File: config.mk
export PLATFORM = sky130hd
export DESIGN_NAME = imm_ext_unit
export DESIGN_NICKNAME = d
export VERILOG_FILES = /design/src/rtl/imm_ext_pkg.sv /design/src/rtl/imm_rot_step.sv /design/src/rtl/imm_ext_unit.sv
export SDC_FILE = /design/constraint.sdc
export NUM_CORES = 1
export LEC_CHECK = 0
export CORE_ASPECT_RATIO = 0.8
export CORE_MARGIN = 2
export CORE_UTILIZATION = 62
export DETAILED_ROUTE_END_ITERATION = 6
export GPL_TIMING_DRIVEN = 0
export PLACE_DENSITY_LB_ADDON = 0.08
export SYNTH_ARGS = -nofsm -noshare
export SYNTH_HDL_FRONTEND = slang
export SYNTH_SLANG_ARGS = --single-unit
File: constraint.sdc
create_clock -name clk -period 9.3 [get_ports clk]
set_input_delay 1.86 -clock clk [delete_from_list [all_inputs] [get_ports clk]]
set_output_delay 1.86 -clock clk [all_outputs]
set_load 0.1 [all_outputs]
File: src/rtl/imm_ext_pkg.sv
// Shared types and instruction-field positions for the immediate-generation unit.
package imm_ext_pkg;

    typedef enum logic [1:0] {
        IMM_DP  = 2'b00,
        IMM_MEM = 2'b01,
        IMM_BR  = 2'b10,
        IMM_S12 = 2'b11
    } imm_src_e;

    typedef enum logic [1:0] {
        IDLE = 2'b00,
        ROT  = 2'b01,
        HOLD = 2'b10
    } state_e;

    localparam int unsigned ROT_LSB  = 8;
    localparam int unsigned ROT_MSB  = 11;
    localparam int unsigned IMM8_MSB = 7;
    localparam int unsigned BR_MSB   = 23;

    // Rotate distance is 2 * rot4, so at most 30.
    localparam int unsigned RCNT_W = 5;

    function automatic logic [RCNT_W-1:0] rot_amount(input logic [ROT_MSB-ROT_LSB:0] rot4);
        return {rot4, 1'b0};
    endfunction

endpackage

File: src/rtl/imm_rot_step.sv
// Combinational rotate-right of DATA_W bits by 0..ROT_STEP positions.
module imm_rot_step #(
    parameter int unsigned DATA_W   = 32,
    parameter int unsigned ROT_STEP = 8
) (
    input  logic [DATA_W-1:0]          din,
    input  logic [$clog2(ROT_STEP):0]  amt,
    output logic [DATA_W-1:0]          dout
);

    logic [31:0] lsh;

    // A left shift by DATA_W yields zero, so amt == 0 passes din through.
    assign lsh  = DATA_W - 32'(amt);
    assign dout = (din >> amt) | (din << lsh);

endmodule

File: src/rtl/imm_ext_unit.sv
// Handshaked immediate generator with iterative DP rotation.
// Define IMM_EXT_CARRY_EN to add the rot_carry shifter carry-out port.
module imm_ext_unit
    import imm_ext_pkg::*;
#(
    parameter int unsigned DATA_W   = 32,
    parameter int unsigned ROT_STEP = 8
) (
    input  logic              clk,
    input  logic              reset,
    input  logic              in_valid,
    output logic              in_ready,
    input  logic [1:0]        imm_src,
    input  logic [23:0]       imm_in,
    output logic              out_valid,
    input  logic              out_ready,
    output logic [DATA_W-1:0] imm_out,
    output logic              busy
`ifdef IMM_EXT_CARRY_EN
    ,
    output logic              rot_carry
`endif
);

    localparam int unsigned SW = $clog2(ROT_STEP) + 1;

    state_e            state;
    logic [DATA_W-1:0] work;
    logic [DATA_W-1:0] pre;
    logic [DATA_W-1:0] rotated;
    logic [RCNT_W-1:0] rem;
    logic [RCNT_W-1:0] rem_load;
    logic [RCNT_W-1:0] rem_next;
    logic [SW-1:0]     step;
    logic              accept;

    always_comb begin
        in_ready = 1'b0;
        unique case (state)
            IDLE:    in_ready = 1'b1;
            ROT:     in_ready = 1'b0;
            HOLD:    in_ready = out_ready;
            default: in_ready = 1'b0;
        endcase
    end

    assign accept = in_valid && in_ready;

    always_comb begin
        pre      = '0;
        rem_load = '0;
        unique case (imm_src_e'(imm_src))
            IMM_DP: begin
                pre      = {{(DATA_W-IMM8_MSB-1){1'b0}}, imm_in[IMM8_MSB:0]};
                rem_load = rot_amount(imm_in[ROT_MSB:ROT_LSB]);
            end
            IMM_MEM: pre = {{(DATA_W-12){1'b0}}, imm_in[11:0]};
            IMM_BR:  pre = {{(DATA_W-BR_MSB-3){imm_in[BR_MSB]}}, imm_in[BR_MSB:0], 2'b00};
            IMM_S12: pre = {{(DATA_W-12){imm_in[11]}}, imm_in[11:0]};
            default: pre = '0;
        endcase
    end

    always_comb begin
        if (32'(rem) > ROT_STEP) step = SW'(ROT_STEP);
        else                     step = SW'(rem);
    end

    assign rem_next = rem - RCNT_W'(step);

    imm_rot_step #(
        .DATA_W   (DATA_W),
        .ROT_STEP (ROT_STEP)
    ) u_rot_step (
        .din  (work),
        .amt  (step),
        .dout (rotated)
    );

    always_ff @(posedge clk or posedge reset) begin
        if (reset) begin
            state     <= IDLE;
            work      <= '0;
            rem       <= '0;
            imm_out   <= '0;
            out_valid <= 1'b0;
            busy      <= 1'b0;
        end else if (accept) begin
            // Covers both a fresh request in IDLE and consume-plus-accept in HOLD.
            work <= pre;
            rem  <= rem_load;
            if (rem_load != '0) begin
                state     <= ROT;
                busy      <= 1'b1;
                out_valid <= 1'b0;
            end else begin
                state     <= HOLD;
                imm_out   <= pre;
                out_valid <= 1'b1;
            end
        end else begin
            unique case (state)
                ROT: begin
                    work <= rotated;
                    rem  <= rem_next;
                    if (rem_next == '0) begin
                        state     <= HOLD;
                        imm_out   <= rotated;
                        out_valid <= 1'b1;
                        busy      <= 1'b0;
                    end
                end
                HOLD: begin
                    if (out_ready) begin
                        state     <= IDLE;
                        out_valid <= 1'b0;
                    end
                end
                default: ;
            endcase
        end
    end

`ifdef IMM_EXT_CARRY_EN
    // Only a finished nonzero DP rotation produces a carry; every load clears it.
    always_ff @(posedge clk or posedge reset) begin
        if (reset) begin
            rot_carry <= 1'b0;
        end else if (accept) begin
            rot_carry <= 1'b0;
        end else if (state == ROT && rem_next == '0) begin
            rot_carry <= rotated[DATA_W-1];
        end
    end
`else
    // Without the carry port the rotator result feeds imm_out only.
`endif

endmodule

# Word-level counts from Yosys, hierarchy flattened
# Index checks and enable logic that the tools add are counted.
op_classes:
  shifts: 2
  reduce_logical: 11
  eq_ne: 9
  muxes: 26
  magnitude_cmp: 1
  n_bitwise: 1
  addsub: 2
ops:
  columns: ["cell", "n"]
  rows:
  - ["$mux W32", 6]
  - ["$pmux W32 S4", 1]
  - ["$or A32 B32 Y32", 1]
  - ["$shl A32 B32 Y32", 1]
  - ["$shr A32 B4 Y32", 1]
  - ["$mux W5", 3]
  - ["$reduce_and A3 Y1", 3]
  - ["$mux W1", 8]
  - ["$mux W2", 4]
  - ["$sub A6 B4 Y7 const A", 1]
  - ["$eq A2 B2 Y1 const B", 3]
  - ["$ne A3 B3 Y1 const B", 2]
  - ["$gt A5 B4 Y1 const B", 1]
  - ["$logic_not A5 Y1", 1]
  - ["$reduce_bool A5 Y1", 1]
  - ["$sub A5 B4 Y5", 1]
  - ["$eq A2 B1 Y1 const B", 2]
  - ["$logic_not A2 Y1", 2]
  - ["$mux W4", 1]
  - ["$pmux W1 S2", 2]
  - ["$pmux W2 S2", 1]
  - ["$reduce_bool A2 Y1", 2]
  - ["$reduce_bool A3 Y1", 1]
  - ["$ne A2 B1 Y1 const B", 1]
  - ["other kinds (2)", 2]
totals:
  in_bits: 30
  ff_bits: 73
  word_cells: 58
  output_inout_bits: 35

# Longest topological paths before layout
logic_depth:
  word_depth: 8
  depth_mapped: 15

# Modules after synthesis
# Synthesis repeated with hierarchy kept, for this count alone.
hier_totals:
  hier_cells: 624
  hier_area_um2: 6246.0
modules_own_cells:
  columns: ["module", "instances", "cells_each", "area_each_um2"]
  rows:
  - ["imm_ext_unit", 1, 301, 3520.9]
  - ["imm_rot_step", 1, 323, 2725.1]

# Worst setup path before layout
# Ideal clock, no wire load.
synth_path:
  kind: "in2out"
  from: "input port out_ready"
  to: "output port in_ready"
  t_arrival_ps: 3163
  stages: 2
  t_required_ps: 7440
  slack_ps: 4277
  n_path_buf: 0
  path_cell_list: "nor2b_1 > nor2_1"
synth_via:
  elab_chain_cells: 1
synth_lines:
  columns: ["element", "line", "source"]
  rows:
  - ["start: declaration", "imm_ext_unit.sv:16", "input logic out_ready,"]
  - ["$pmux W1 S2", "imm_ext_unit.sv:39", "unique case (state)"]
  - ["end: declaration", "imm_ext_unit.sv:12", "output logic in_ready,"]
# No other way between the ends.

# Final worst setup path
# Ends and elaborated chain as after synthesis.

==> reports/qor.yml <==
io_pins: 65
slew_violations: 0
grt_pass1_vias: 6665
synth_top_area_frac: 0.307
synth_edf_count: 0
clock_skew_ps: 10.3
tritoncts: "built"
synth.net_count: 703
initial_antenna_violation_count: 0
clock-sinks: 72
placement_rows: 31
port-buffer-count: 64
netlist-cell-type-count: 74
clk_root_buffer_cell: "sky130_fd_sc_hd__clkbuf_16"
drt.antenna.violating_nets: 0
setup_viol: 0
final-hold-violation-count: 0
netlist_instances: 671
routed_wire_length_per_instance_um: 30.0
unrepaired_setup_endpoints_after_global_routing: "no"
postLayoutCellArea_mm2: 0.00696
drive_above_1_share: 0.125
most-common-layout-cells: "72 x sky130_fd_sc_hd__dfrtp_1, 70 x sky130_fd_sc_hd__nand2_1, 64 x sky130_fd_sc_hd__clkdlybuf4s50_1"
critical-path-top-delay-family: "buffers and inverters"
hold_buffers: 0
critPathArrivalTime_ps: 3650
worst-endpoint-required_ps: 7440
num-nets-final: 778
die_height_um: 91.0
core_region_area_mm2: 0.00911
global_route_wire_length_before_repair_mm: 39.1
postCtsSetupRepairBufs: 0
worst_path_max_stage_delay_ps: 1140
placedInstanceArea_mm2: 0.00665
fin_hold_ws_ps: 477
max_cap_viol_count: 0
hp-class: "register to register"
cts.clk_slew.worst_paths_ps: 60
startpoint_type: "input pin"
maximum_number_of_pins_on_one_net_before_global_route_repair: 73
width_of_the_chip_um: 113
r2r_setup_slack_ps: 4730
max-slew-margin-rel: 0.326
ys_top_cells_by_area: "sky130_fd_sc_hd__dfrtp_1 31%, sky130_fd_sc_hd__mux4_2 9.6%, sky130_fd_sc_hd__nand2_1 4.5%"
ant_diodes: 0
avgSynthCellArea_um2: 8.74
postRouteWirelength_mm: 25.9
via_count: 6991
timing.critical_path.to_type: "output port"
commonest_non_fill_non_tap_cell_in_the_layout: "sky130_fd_sc_hd__dfrtp_1"
timing.final.crit_share: 0.592
dp.final_hpwl_mm: 17.9
die_footprint_mm2: 0.0103
place.gp.congestion: 1.23
yosys_warnings: 0
synth_to_layout_area_growth_pct: 18.7
grt_overflow_total: 0
violations: "DRC"
route.detailed.vias_per_inst: 8.07
cpMaxStageDelayCell: "sky130_fd_sc_hd__clkdlybuf4s50_1"
max-clock-path-buffers: 2
layout_min_cycle_time_ps: 5510
outcome: "finished, violations left"
clkLatencyLatePin_ps: 350
drt_first_pass_iters: 7
first_iter_violations: 1814
htree_num_levels: 3
cts_made_buffers: 9
drc_errors: 203
postSynthRegisterBits: 72
synth.yosys.seq_area_share: 0.307
postSynth.asyncResetShare: 1.00
crit_chain: "clkdlybuf4s50_1, nor2b_1, nor2_1, clkdlybuf4s50_1"
finalSetupTns_ps: 0
postSynth.topFlopCell: "sky130_fd_sc_hd__dfrtp_1"
start_util: 0.643
maxClockFrequency_mhz: 182
total_grt_usage: 0.506
post_cts_repair_resize_count: 0
worstMarginPinSlew_ps: 1010
timing_worst_setup_path_type: "input pin to output port"
library_cell_with_the_largest_summed_area_after_synthesis: "sky130_fd_sc_hd__dfrtp_1"
mappedNetlistArea_mm2: 0.00586
critPathMaxFanout: 3
critical-path-top-cell-by-count: "sky130_fd_sc_hd__clkdlybuf4s50_1"
cp_num_buf_inv: 2
-- per-stage QoR --
stage	setup WS, ps	instances	util
final	3790	866	0.763
after detailed placement	3800	850	0.729
after floorplan	4280	671	-
after global placement	3810	850	0.729
after global routing	3760	866	0.763
after CTS	3800	866	0.763
-- worst reg2reg max path, cell delays in order, from the launching register on --
cell                        delay (ps)
sky130_fd_sc_hd__dfrtp_1           380
sky130_fd_sc_hd__buf_6             150
sky130_fd_sc_hd__nor3b_2           710
sky130_fd_sc_hd__inv_2             330
sky130_fd_sc_hd__buf_2             320
sky130_fd_sc_hd__ha_1              220
sky130_fd_sc_hd__buf_2             170
sky130_fd_sc_hd__nor4b_1           560
sky130_fd_sc_hd__a2111oi_0         210
sky130_fd_sc_hd__a311oi_1          340
sky130_fd_sc_hd__o21ai_0           250
sky130_fd_sc_hd__and3_1            300
sky130_fd_sc_hd__o221ai_1          470
-- synth_stat cells, types with 5 or more instances --
master                      n
sky130_fd_sc_hd__clkbuf_1  43
sky130_fd_sc_hd__a221o_1    5
sky130_fd_sc_hd__buf_2     16
sky130_fd_sc_hd__o22ai_1   14
sky130_fd_sc_hd__inv_1     12
sky130_fd_sc_hd__mux2_2    15
sky130_fd_sc_hd__o21ai_0   51
sky130_fd_sc_hd__and2_1     7
sky130_fd_sc_hd__and3_1    10
sky130_fd_sc_hd__a21o_1     6
sky130_fd_sc_hd__o31ai_1    9
sky130_fd_sc_hd__a31oi_1   14
sky130_fd_sc_hd__o221ai_1   6
sky130_fd_sc_hd__nand3_1   12
sky130_fd_sc_hd__a211oi_1  13
sky130_fd_sc_hd__nand2_1   70
sky130_fd_sc_hd__a22o_1    17
sky130_fd_sc_hd__a21oi_1   45
sky130_fd_sc_hd__dfrtp_1   72
sky130_fd_sc_hd__nand2b_1   8
sky130_fd_sc_hd__a22oi_1    9
sky130_fd_sc_hd__a221oi_1   8
sky130_fd_sc_hd__mux4_2    25
sky130_fd_sc_hd__o22a_1     6
sky130_fd_sc_hd__nor3_1    15
sky130_fd_sc_hd__mux2i_1   21
sky130_fd_sc_hd__nor2b_1   10
sky130_fd_sc_hd__nor2_1    51
-- state kept, by name, indices dropped and copies added, names as in the netlist --
name / count
rem: 5
busy: 1
state: 2
work: 32
imm_out: 32
-- final timing paths --
| check | startpoint | end | depth (start not counted) |
|---|---|---|---|
| setup / recovery | out_ready | in_ready | 4 |
| min in group asynchronous | reset | imm_out[3] | 2 |
| max in group asynchronous | reset | imm_out[23] | 2 |
| hold / removal | imm_out[5] | imm_out[5] | 1 |
| setup reg to reg | rem[4] | work[12] | 12 |
| hold reg to reg | imm_out[5] | imm_out[5] | 1 |
-- final cells by class --
class                      instances  area [um2]
multi-input combinational        516        3680
fill                             662        2160
sequential                        72        1800
timing repair buffer              64         641
buffer                            68         317
clock buffer                      10         239
tap                              115         144
clock inverter                     6        67.6
inverter                          15        61.3
-- layer usage --
metal | global-route usage | part of all wire | vias to the layer above
met5 | 0 | 0 | -
met4 | 0.262 | 0.081 | 0
met3 | 0.262 | 0.19 | 267
met2 | 0.690 | 0.39 | 841
met1 | 0.651 | 0.34 | 3166
li1 | - | - | 2717
-- kinds of logic (layout without fill, tap and decap cells) --
group                      Yosys count  in the layout  share of synthesized area
AOI/OAI and AO/OA                  242            242                      0.281
xor gates and xnor gates             1              1                    0.00149
adders and majority gates            2              2                    0.00427
buffers and inverters               83            163                     0.0640
DFF                                 72             72                      0.307
muxes                               65             65                      0.172
other                                1              1                   0.000640
and+or+nand+nor                    205            205                      0.170
Power is not shown: default switching activity piles up to over one toggle a cycle in this logic, so the estimate is an artifact.
